[src/rtl/ysyx_23060240_csr_pkg.sv]
// CSR execution unit shared definitions: CSR addresses, funct3 codes, sequencer states.
// Latency: n/a (constants and a pure decode helper).
// Backpressure: n/a. YSYX_CSR_IMM_EN enables the immediate forms (funct3 101/110/111).
package ysyx_23060240_csr_pkg;

    localparam logic [11:0] CSR_MSTATUS = 12'h300;
    localparam logic [11:0] CSR_MTVEC   = 12'h305;
    localparam logic [11:0] CSR_MEPC    = 12'h341;
    localparam logic [11:0] CSR_MCAUSE  = 12'h342;

    localparam logic [2:0] F3_PRIV   = 3'b000;
    localparam logic [2:0] F3_CSRRW  = 3'b001;
    localparam logic [2:0] F3_CSRRS  = 3'b010;
    localparam logic [2:0] F3_CSRRC  = 3'b011;
    localparam logic [2:0] F3_CSRRWI = 3'b101;
    localparam logic [2:0] F3_CSRRSI = 3'b110;
    localparam logic [2:0] F3_CSRRCI = 3'b111;

    typedef enum logic [1:0] {
        S_IDLE  = 2'd0,
        S_READ  = 2'd1,
        S_WRITE = 2'd2,
        S_RESP  = 2'd3
    } csr_state_t;

    // True when funct3 names a Zicsr operation this build executes.
    function automatic logic f3_is_zicsr(input logic [2:0] f3);
`ifdef YSYX_CSR_IMM_EN
        return f3[1:0] != 2'b00;
`else
        return (f3[2] == 1'b0) && (f3[1:0] != 2'b00);
`endif
    endfunction

endpackage

[src/rtl/ysyx_23060240_csr_alu.sv]
// Read-modify-write value for Zicsr ops plus the "write required" decision.
// Latency: combinational.
// Backpressure: none; pure function of its inputs.
module ysyx_23060240_csr_alu #(
    parameter int XLEN = 32
) (
    input  logic [2:0]      funct3,
    input  logic [XLEN-1:0] old,
    input  logic [XLEN-1:0] src,
    input  logic [4:0]      rs1_idx,
    output logic [XLEN-1:0] new_val,
    output logic            wr_req
);

    logic [XLEN-1:0] opnd;

    // Immediate forms use the zero-extended rs1 field; set/clear with x0/zimm=0 never write.
    always_comb begin
        opnd    = funct3[2] ? {{(XLEN-5){1'b0}}, rs1_idx} : src;
        new_val = old;
        wr_req  = 1'b0;
        case (funct3[1:0])
            2'b01: begin
                new_val = opnd;
                wr_req  = 1'b1;
            end
            2'b10: begin
                new_val = old | opnd;
                wr_req  = (rs1_idx != 5'd0);
            end
            2'b11: begin
                new_val = old & ~opnd;
                wr_req  = (rs1_idx != 5'd0);
            end
            default: begin
                new_val = old;
                wr_req  = 1'b0;
            end
        endcase
    end

endmodule

[src/rtl/ysyx_23060240_csr_exu.sv]
// Sequences one Zicsr/ecall/mret through CSR-file read, optional write, then a result to writeback.
// Latency: accept -> out_valid in 2 cycles (no write) or 3 cycles (write); one instruction in flight.
// Backpressure: RESP holds all outputs until out_ready; in_ready only in IDLE. YSYX_CSR_IMM_EN adds CSRR*I.
module ysyx_23060240_csr_exu
    import ysyx_23060240_csr_pkg::*;
#(
    parameter int XLEN   = 32,
    parameter int ADDR_W = 12
) (
    input  logic              clk,
    input  logic              rst,
    input  logic              in_valid,
    output logic              in_ready,
    input  logic [2:0]        funct3,
    input  logic [ADDR_W-1:0] csr_addr,
    input  logic [4:0]        rs1_idx,
    input  logic [XLEN-1:0]   rs1_data,
    input  logic              is_ecall,
    input  logic              is_mret,
    input  logic [XLEN-1:0]   pc,
    output logic [ADDR_W-1:0] csr_raddr,
    output logic              csr_ren,
    input  logic [XLEN-1:0]   csr_rdata,
    output logic [ADDR_W-1:0] csr_waddr,
    output logic [XLEN-1:0]   csr_wdata,
    output logic              csr_wen,
    output logic              csr_finish,
    output logic              trap_ecall,
    output logic              trap_mret,
    output logic [XLEN-1:0]   trap_pc,
    output logic              out_valid,
    input  logic              out_ready,
    output logic [XLEN-1:0]   rd_data,
    output logic              rd_wen,
    output logic              redirect_valid,
    output logic [XLEN-1:0]   redirect_pc,
    output logic              illegal
);

    csr_state_t        state, state_d;

    logic [2:0]        f3_q;
    logic [ADDR_W-1:0] addr_q;
    logic [4:0]        idx_q;
    logic [XLEN-1:0]   data_q;
    logic              ecall_q;
    logic              mret_q;
    logic [XLEN-1:0]   pc_q;
    logic [XLEN-1:0]   new_q;
    logic [XLEN-1:0]   rd_data_q;
    logic              rd_wen_q;
    logic              redir_vld_q;
    logic [XLEN-1:0]   redir_pc_q;
    logic              illegal_q;

    logic              op_mret;
    logic              op_zicsr;
    logic [XLEN-1:0]   alu_new;
    logic              alu_wr;

    // ecall wins when both trap flags are set; funct3 only matters without a trap.
    assign op_mret  = mret_q & ~ecall_q;
    assign op_zicsr = ~ecall_q & ~mret_q & f3_is_zicsr(f3_q);

    ysyx_23060240_csr_alu #(.XLEN(XLEN)) u_alu (
        .funct3  (f3_q),
        .old     (csr_rdata),
        .src     (data_q),
        .rs1_idx (idx_q),
        .new_val (alu_new),
        .wr_req  (alu_wr)
    );

    // Next state and CSR-side strobes; strobes are killed while rst is high so a reset
    // landing mid-instruction can never commit anything to the CSR file.
    always_comb begin
        state_d    = state;
        in_ready   = 1'b0;
        csr_ren    = 1'b0;
        trap_ecall = 1'b0;
        trap_mret  = 1'b0;
        csr_wen    = 1'b0;
        csr_finish = 1'b0;
        out_valid  = 1'b0;
        case (state)
            S_IDLE: begin
                in_ready = 1'b1;
                if (in_valid) state_d = S_READ;
            end
            S_READ: begin
                trap_ecall = ecall_q;
                trap_mret  = op_mret;
                csr_ren    = op_zicsr;
                state_d    = (op_zicsr && alu_wr) ? S_WRITE : S_RESP;
            end
            S_WRITE: begin
                csr_wen    = 1'b1;
                csr_finish = 1'b1;
                state_d    = S_RESP;
            end
            S_RESP: begin
                out_valid = 1'b1;
                if (out_ready) state_d = S_IDLE;
            end
            default: state_d = S_IDLE;
        endcase
        if (rst) begin
            csr_ren    = 1'b0;
            trap_ecall = 1'b0;
            trap_mret  = 1'b0;
            csr_wen    = 1'b0;
            csr_finish = 1'b0;
        end
    end

    // State register, instruction latch on accept, and result capture in READ.
    always_ff @(posedge clk) begin
        if (rst) begin
            state       <= S_IDLE;
            f3_q        <= '0;
            addr_q      <= '0;
            idx_q       <= '0;
            data_q      <= '0;
            ecall_q     <= 1'b0;
            mret_q      <= 1'b0;
            pc_q        <= '0;
            new_q       <= '0;
            rd_data_q   <= '0;
            rd_wen_q    <= 1'b0;
            redir_vld_q <= 1'b0;
            redir_pc_q  <= '0;
            illegal_q   <= 1'b0;
        end else begin
            state <= state_d;
            if (state == S_IDLE && in_valid) begin
                f3_q    <= funct3;
                addr_q  <= csr_addr;
                idx_q   <= rs1_idx;
                data_q  <= rs1_data;
                ecall_q <= is_ecall;
                mret_q  <= is_mret;
                pc_q    <= pc;
            end
            if (state == S_READ) begin
                new_q       <= alu_new;
                rd_data_q   <= op_zicsr ? csr_rdata : '0;
                rd_wen_q    <= op_zicsr;
                redir_vld_q <= ecall_q | mret_q;
                redir_pc_q  <= (ecall_q | mret_q) ? csr_rdata : '0;
                illegal_q   <= ~(ecall_q | mret_q | op_zicsr);
            end
        end
    end

    assign csr_raddr      = csr_ren ? addr_q : '0;
    assign csr_waddr      = csr_wen ? addr_q : '0;
    assign csr_wdata      = csr_wen ? new_q : '0;
    assign trap_pc        = pc_q;
    assign rd_data        = rd_data_q;
    assign rd_wen         = out_valid & rd_wen_q;
    assign redirect_valid = out_valid & redir_vld_q;
    assign redirect_pc    = redir_pc_q;
    assign illegal        = out_valid & illegal_q;

endmodule

[config.mk]
export PLATFORM = sky130hd
export DESIGN_NAME = ysyx_23060240_csr_exu
export DESIGN_NICKNAME = d
export VERILOG_FILES = /design/src/rtl/ysyx_23060240_csr_pkg.sv /design/src/rtl/ysyx_23060240_csr_alu.sv /design/src/rtl/ysyx_23060240_csr_exu.sv
export SDC_FILE = /design/constraint.sdc
export NUM_CORES = 1
export LEC_CHECK = 0
export CORE_ASPECT_RATIO = 1.25
export CORE_UTILIZATION = 46
export CTS_BUF_LIST = sky130_fd_sc_hd__clkbuf_8
export CTS_CLUSTER_DIAMETER = 80
export CTS_CLUSTER_SIZE = 30
export DETAILED_ROUTE_END_ITERATION = 10
export PLACE_DENSITY = 0.82
export REMOVE_ABC_BUFFERS = 1
export SLEW_MARGIN = 20
export SYNTH_ARGS = -nofsm -noshare
export SYNTH_HDL_FRONTEND = slang
export SYNTH_SLANG_ARGS = --single-unit
[constraint.sdc]
create_clock -name clk -period 1.9 [get_ports clk]
set_input_delay 0.285 -clock clk [delete_from_list [all_inputs] [get_ports clk]]
set_output_delay 0.285 -clock clk [all_outputs]
set_load 0.005 [all_outputs]
Word level (Yosys, flattened, before mapping):

Index checks and enable logic that the tools add are counted.

* register bits after elaboration: 187
* output and inout bits: 162
* word-level logic and storage cells: 67

* bitwise logic cells: 15
* eq/ne operators: 8
* reduce and logical (&&, ||, !) cells: 8
* mux-type cells: 22

Operators by type and width (number)
* 2-to-1 mux 32 bit: 4
* case mux 32 bit (3 select lines): 1
* AND 32 bit: 1
* inverter 32 bit: 1
* OR 32 bit: 1
* 2-to-1 mux 12 bit: 2
* 2-to-1 mux 1 bit: 11
* == test 2 bit (second input constant): 4
* case mux 2 bit (4 select lines): 1
* AND 1 bit: 6
* nonzero test 5 bit: 1
* == test 2 x 1 -> 1 bit (second input constant): 2
* 2-to-1 mux 2 bit: 2
* inequality test 2 bit (second input constant): 2
* inverter 1 bit: 4
* logical AND 1 bit: 3
* zero test 2 bit: 1
* OR 1 bit: 2
* case mux 1 bit (2 select lines): 1
* AND reduction 2 bit: 1
* nonzero test 2 bit: 1
* OR reduction 2 bit: 1

Logic depth before layout (Yosys ltp):

* depth in word-level cells: 6
* depth in mapped cells: 8
* depth with buffers taken out: 5

Modules after synthesis:

From an unflattened synthesis, not the netlist that was laid out.

* cells, all modules: 905
* area, all modules: 7777.5 um^2

By module, submodules not included
* ysyx_23060240_csr_exu: area an instance 6832.8 um^2, seq. area each 3743.6 um^2, instances 1, cells each 759
* ysyx_23060240_csr_alu: area an instance 944.7 um^2, seq. area each 0.0 um^2, instances 1, cells each 146

Worst setup path after synthesis:

OpenSTA, ideal clock, no wires.

* path type: reg2out
* start: reg state[0]
* end: out csr_wdata[22]
* cell stages (with the launch flop): 6
* path slack: 0.335 ns
* arrival time: 1.280 ns
* required time: 1.615 ns
* cells stage by stage: dfxtp_1 -> inv_1 -> ha_1 -> nor2b_1 -> clkbuf_1 -> and2_1

* longest elaborated chain between the ends: 4

RTL lines
* from (decl): RTL line ysyx_23060240_csr_exu.sv:40 `csr_state_t state, state_d;`
* from (signal assigned): RTL line ysyx_23060240_csr_exu.sv:134 `state <= state_d;`
* == test 2 bit
* 2-to-1 mux 1 bit (2 in series)
* via csr_finish: RTL line ysyx_23060240_csr_exu.sv:27 `output logic csr_finish,`
* 2-to-1 mux 32 bit: RTL line ysyx_23060240_csr_exu.sv:157 `assign csr_wdata = csr_wen ? new_q : '0;`
* to (decl): RTL line ysyx_23060240_csr_exu.sv:25 `output logic [XLEN-1:0] csr_wdata,`

The timed path passes the listed nets, and every way through them passes these cells.

Worst setup path in the final report:

* start: reg state[1]
* end: out csr_raddr[8]

* longest elaborated chain between the ends: 4

RTL lines
* == test 2 x 1 -> 1 bit: RTL line ysyx_23060240_csr_exu.sv:85 `case (state)`
* 2-to-1 mux 1 bit: RTL line ysyx_23060240_csr_exu.sv:85
* 2-to-1 mux 1 bit: RTL line ysyx_23060240_csr_exu.sv:107 `if (rst) begin`
* 2-to-1 mux 12 bit: RTL line ysyx_23060240_csr_exu.sv:155 `assign csr_raddr = csr_ren ? addr_q : '0;`
* to (decl): RTL line ysyx_23060240_csr_exu.sv:21 `output logic [ADDR_W-1:0] csr_raddr,`

Every way passes these cells.

==> flow_summary.toml <==
[sta]
fin_skew_ps = 9.404
rsz0062_at_grt = "true"
fin_crit_sh_pct = 118.0
hold_viol = 0
maxClockFrequency_mhz = 446.0
layout_setup_ws_ps = -342.4
relSlewSlack_pct = 43.24
setup_viol = 58
min_period_ps = 2242
report.final.slew_viol_count = 0
max_slew.worst_pin.slew_ps = 851.3
fin_hold_ws_ps = 155.7

[drt]
drtIter0Drc = 695
drc = 0
via_per_inst = 5.456
wirelength_mm = 26.33
wl_per_cell_um = 17.46
vias = 8227
dr.pass1.iters = 5
drtAntennaViolNets = 0

[floorplan]
die_x_um = 119.4
die_area_mm2 = 0.01775
io_pins = 284
die_h_um = 148.7
core_area_mm2 = 0.01684
row_count = 53
start_util_pct = 47.04

[setup_path]
crit_chain = "buf_6 > inv_4 > ha_4 > nand2b_4 > nor3_4 > buf_6 > buf_6 > buf_6 > and2_4 > buf_6"
cp_slowest_cell = "dfxtp_2"
cp-start-kind = "flop"
cp_max_fo = 5
crit_path_frequent_cell = "buf_6"
cp.arrival_ps = 1960
cp_data_required_time_ps = 1620
max_stage_delay_ps = 340
end_kind = "primary output"
criticalPathCategory = "flop to primary output"

[place]
io_buffers = 283
hpwl_mm = 16.07
post-place-cells = 1446
gp_congestion = 0.7520
placed_area_mm2 = 0.01107

[logic_synthesis]
seq_area_frac_synth_pct = 47.25
yosysWarnings = 0
yosys.area.top_type_share_pct = 47.25
synth_top_area_cell = "dfxtp_1"
syn-instance-count = 998
synth.area.top_cells = "dfxtp_1, nand2_1, a21oi_1"
synth_area_per_cell_um2 = 7.938
netlist_area_mm2 = 0.007923
synth_cell_types = 39
yosys_register_bits = 187

[clock_tree]
numCtsBuffers = 17
cts.clk_slew.worst_paths_ps = 90
cts_tree = "done"
cts.path.max_buffers = 2
root_buffer = "clkbuf_8"
htree_levels = 4
numClockSinks = 187
clock_latency_ps = 450

[grt]
grt_max_degree = 186
overflow = 0
grt_pass1_vias = 8030
grt_util_all_layers_pct = 29.68
grt_antenna_before_repair = 1
grt_pass1_wl_mm = 41.80

[final_layout]
final_cell_area_mm2 = 0.01204
multi_input_area_mm2 = 0.003976
drive_above_1_share_pct = 17.56
fillers = 1310
seq_area_mm2 = 0.003749
fin_cells = 1508
nNetsFinal = 1400
area_growth_pct = 52.02
post-route-util_pct = 71.51

[status]
violations = "setup timing"
outcome = "finished with violations"

[power_and_ir_drop]
power.density_mw_per_mm2 = 974.1
vdd_drop_max_mv = 0.5910
cellLeakagePower_nw = 4.460

[flow_run]
maxCapViolations = 0

[min_path]
hold_path.class = "primary input to flop"
repair_timing:
| action | CTS | global route |
|---|---|---|
| resized for setup | 372 | 18 |
| pin swaps | 34 | 1 |
| hold buffers | 0 | 0 |
| cloned | 5 | 0 |
| setup buffers | 23 | 4 |
| endpoints found under the setup margin | 67 | 71 |
synth_stat cells:
library cell and instances:
nand2_1 209, dfxtp_1 187, a21oi_1 150, nor2_1 74, and2_1 61, clkbuf_1 59
a22oi_1 32, nand4_1 32, nand2b_1 31, nand3_1 29, a311oi_1 28, nand3b_1 26
buf_2 18, buf_1 8, inv_1 8, mux2i_1 6, and3_1 4, ha_1 4
o221ai_1 4, o31a_1 4, buf_4 2, buf_6 2, nor2b_1 2, nor3_1 2
nor3b_1 2, a21o_1 1, a31o_2 1, clkbuf_2 1, clkinv_1 1, mux2_2 1
nand4b_1 1, nor4_1 1, o21a_1 1, o21ai_0 1, o21ba_2 1, o21bai_1 1
o32ai_1 1, or2_2 1, xor2_2 1
cell type report:
class	count	share of cell area (%)
Clock buffer	21	2.400
Sequential cell	187	31.12
Clock inverter	11	0.7895
Timing Repair Buffer	347	30.06
Inverter	9	0.3013
Tap cell	220	2.285
Multi-Input combinational cell	712	33.01
Antenna cell	1	0.02078
per-stage QoR:
stage / TNS [ps] / total power [mW] / worst slack [ps]
2_1_floorplan: -248020 / 6.732 / -1842
5_1_grt: -14450 / 12.36 / -394.8
3_5_place_dp: -451.2 / 8.729 / -52.79
4_1_cts: -10810 / 11.68 / -321.0
6_report: -11610 / 11.73 / -342.4
3_3_place_gp: -203.0 / 8.644 / -20.69
flip-flops by register name, summed over array words and instances (netlist names):
name / count
idx_q: 5
new_q: 32
rd_wen_q: 1
rd_data: 32
redirect_pc: 32
illegal_q: 1
trap_pc: 32
data_q: 32
ecall_q: 1
state: 2
mret_q: 1
redir_vld_q: 1
f3_q: 3
addr_q: 12
worst max-delay path, delay by kind of cell (launching register included):
| kind | cells | cell delay (ps) |
|---|---|---|
| buf+inv | 6 | 580 |
| simple gates | 3 | 430 |
| flops | 1 | 340 |
| fa+ha+maj | 1 | 150 |
metal layers:
metal,GRT usage (%),vias to the layer above,part of all wire [%]
met4,13.63,0,4.4
met5,0,-,0
met3,6.863,73,6.5
met2,52.50,340,51
met1,33.82,3867,38
li1,-,3947,-
cells in the final DEF (no fill, tap or decap), drive strengths merged, types with 6 or more instances in the layout:
| cell | n |
|---|---|
| a21oi | 150 |
| a22oi | 32 |
| a311oi | 28 |
| and2 | 61 |
| buf | 126 |
| clkbuf | 24 |
| clkdlybuf4s50 | 216 |
| dfxtp | 187 |
| inv | 13 |
| mux2i | 6 |
| nand2 | 209 |
| nand2b | 31 |
| nand3 | 29 |
| nand3b | 26 |
| nand4 | 32 |
| nor2 | 74 |
cells by family after synthesis:
group	share of synthesized area, %
simple gates	28.55
compound gates	17.18
flops	47.25
buf+inv	5.275
mux	0.9002
fa+ha+maj	0.6317
xor+xnor	0.2054
worst paths after layout:
kind / slack, ps / end / depth (start not counted) / start
hold reg to reg: 460 / trap_pc[5] / 2 / trap_pc[5]
setup reg to reg: 50 / redirect_pc[24] / 8 / state[1]
hold / removal: 160 / state[0] / 3 / rst
setup / recovery: -340 / csr_raddr[8] / 10 / state[1]
where the power goes:
part | switching, mW | internal (mW) | total, mW | leakage, nW
logic | 2.30 | 1.97 | 4.27 | 2.73
clock network | 1.41 | 1.17 | 2.58 | 0.199
registers | 0.377 | 4.51 | 4.88 | 1.53
Power figures use the tool's default switching activity.
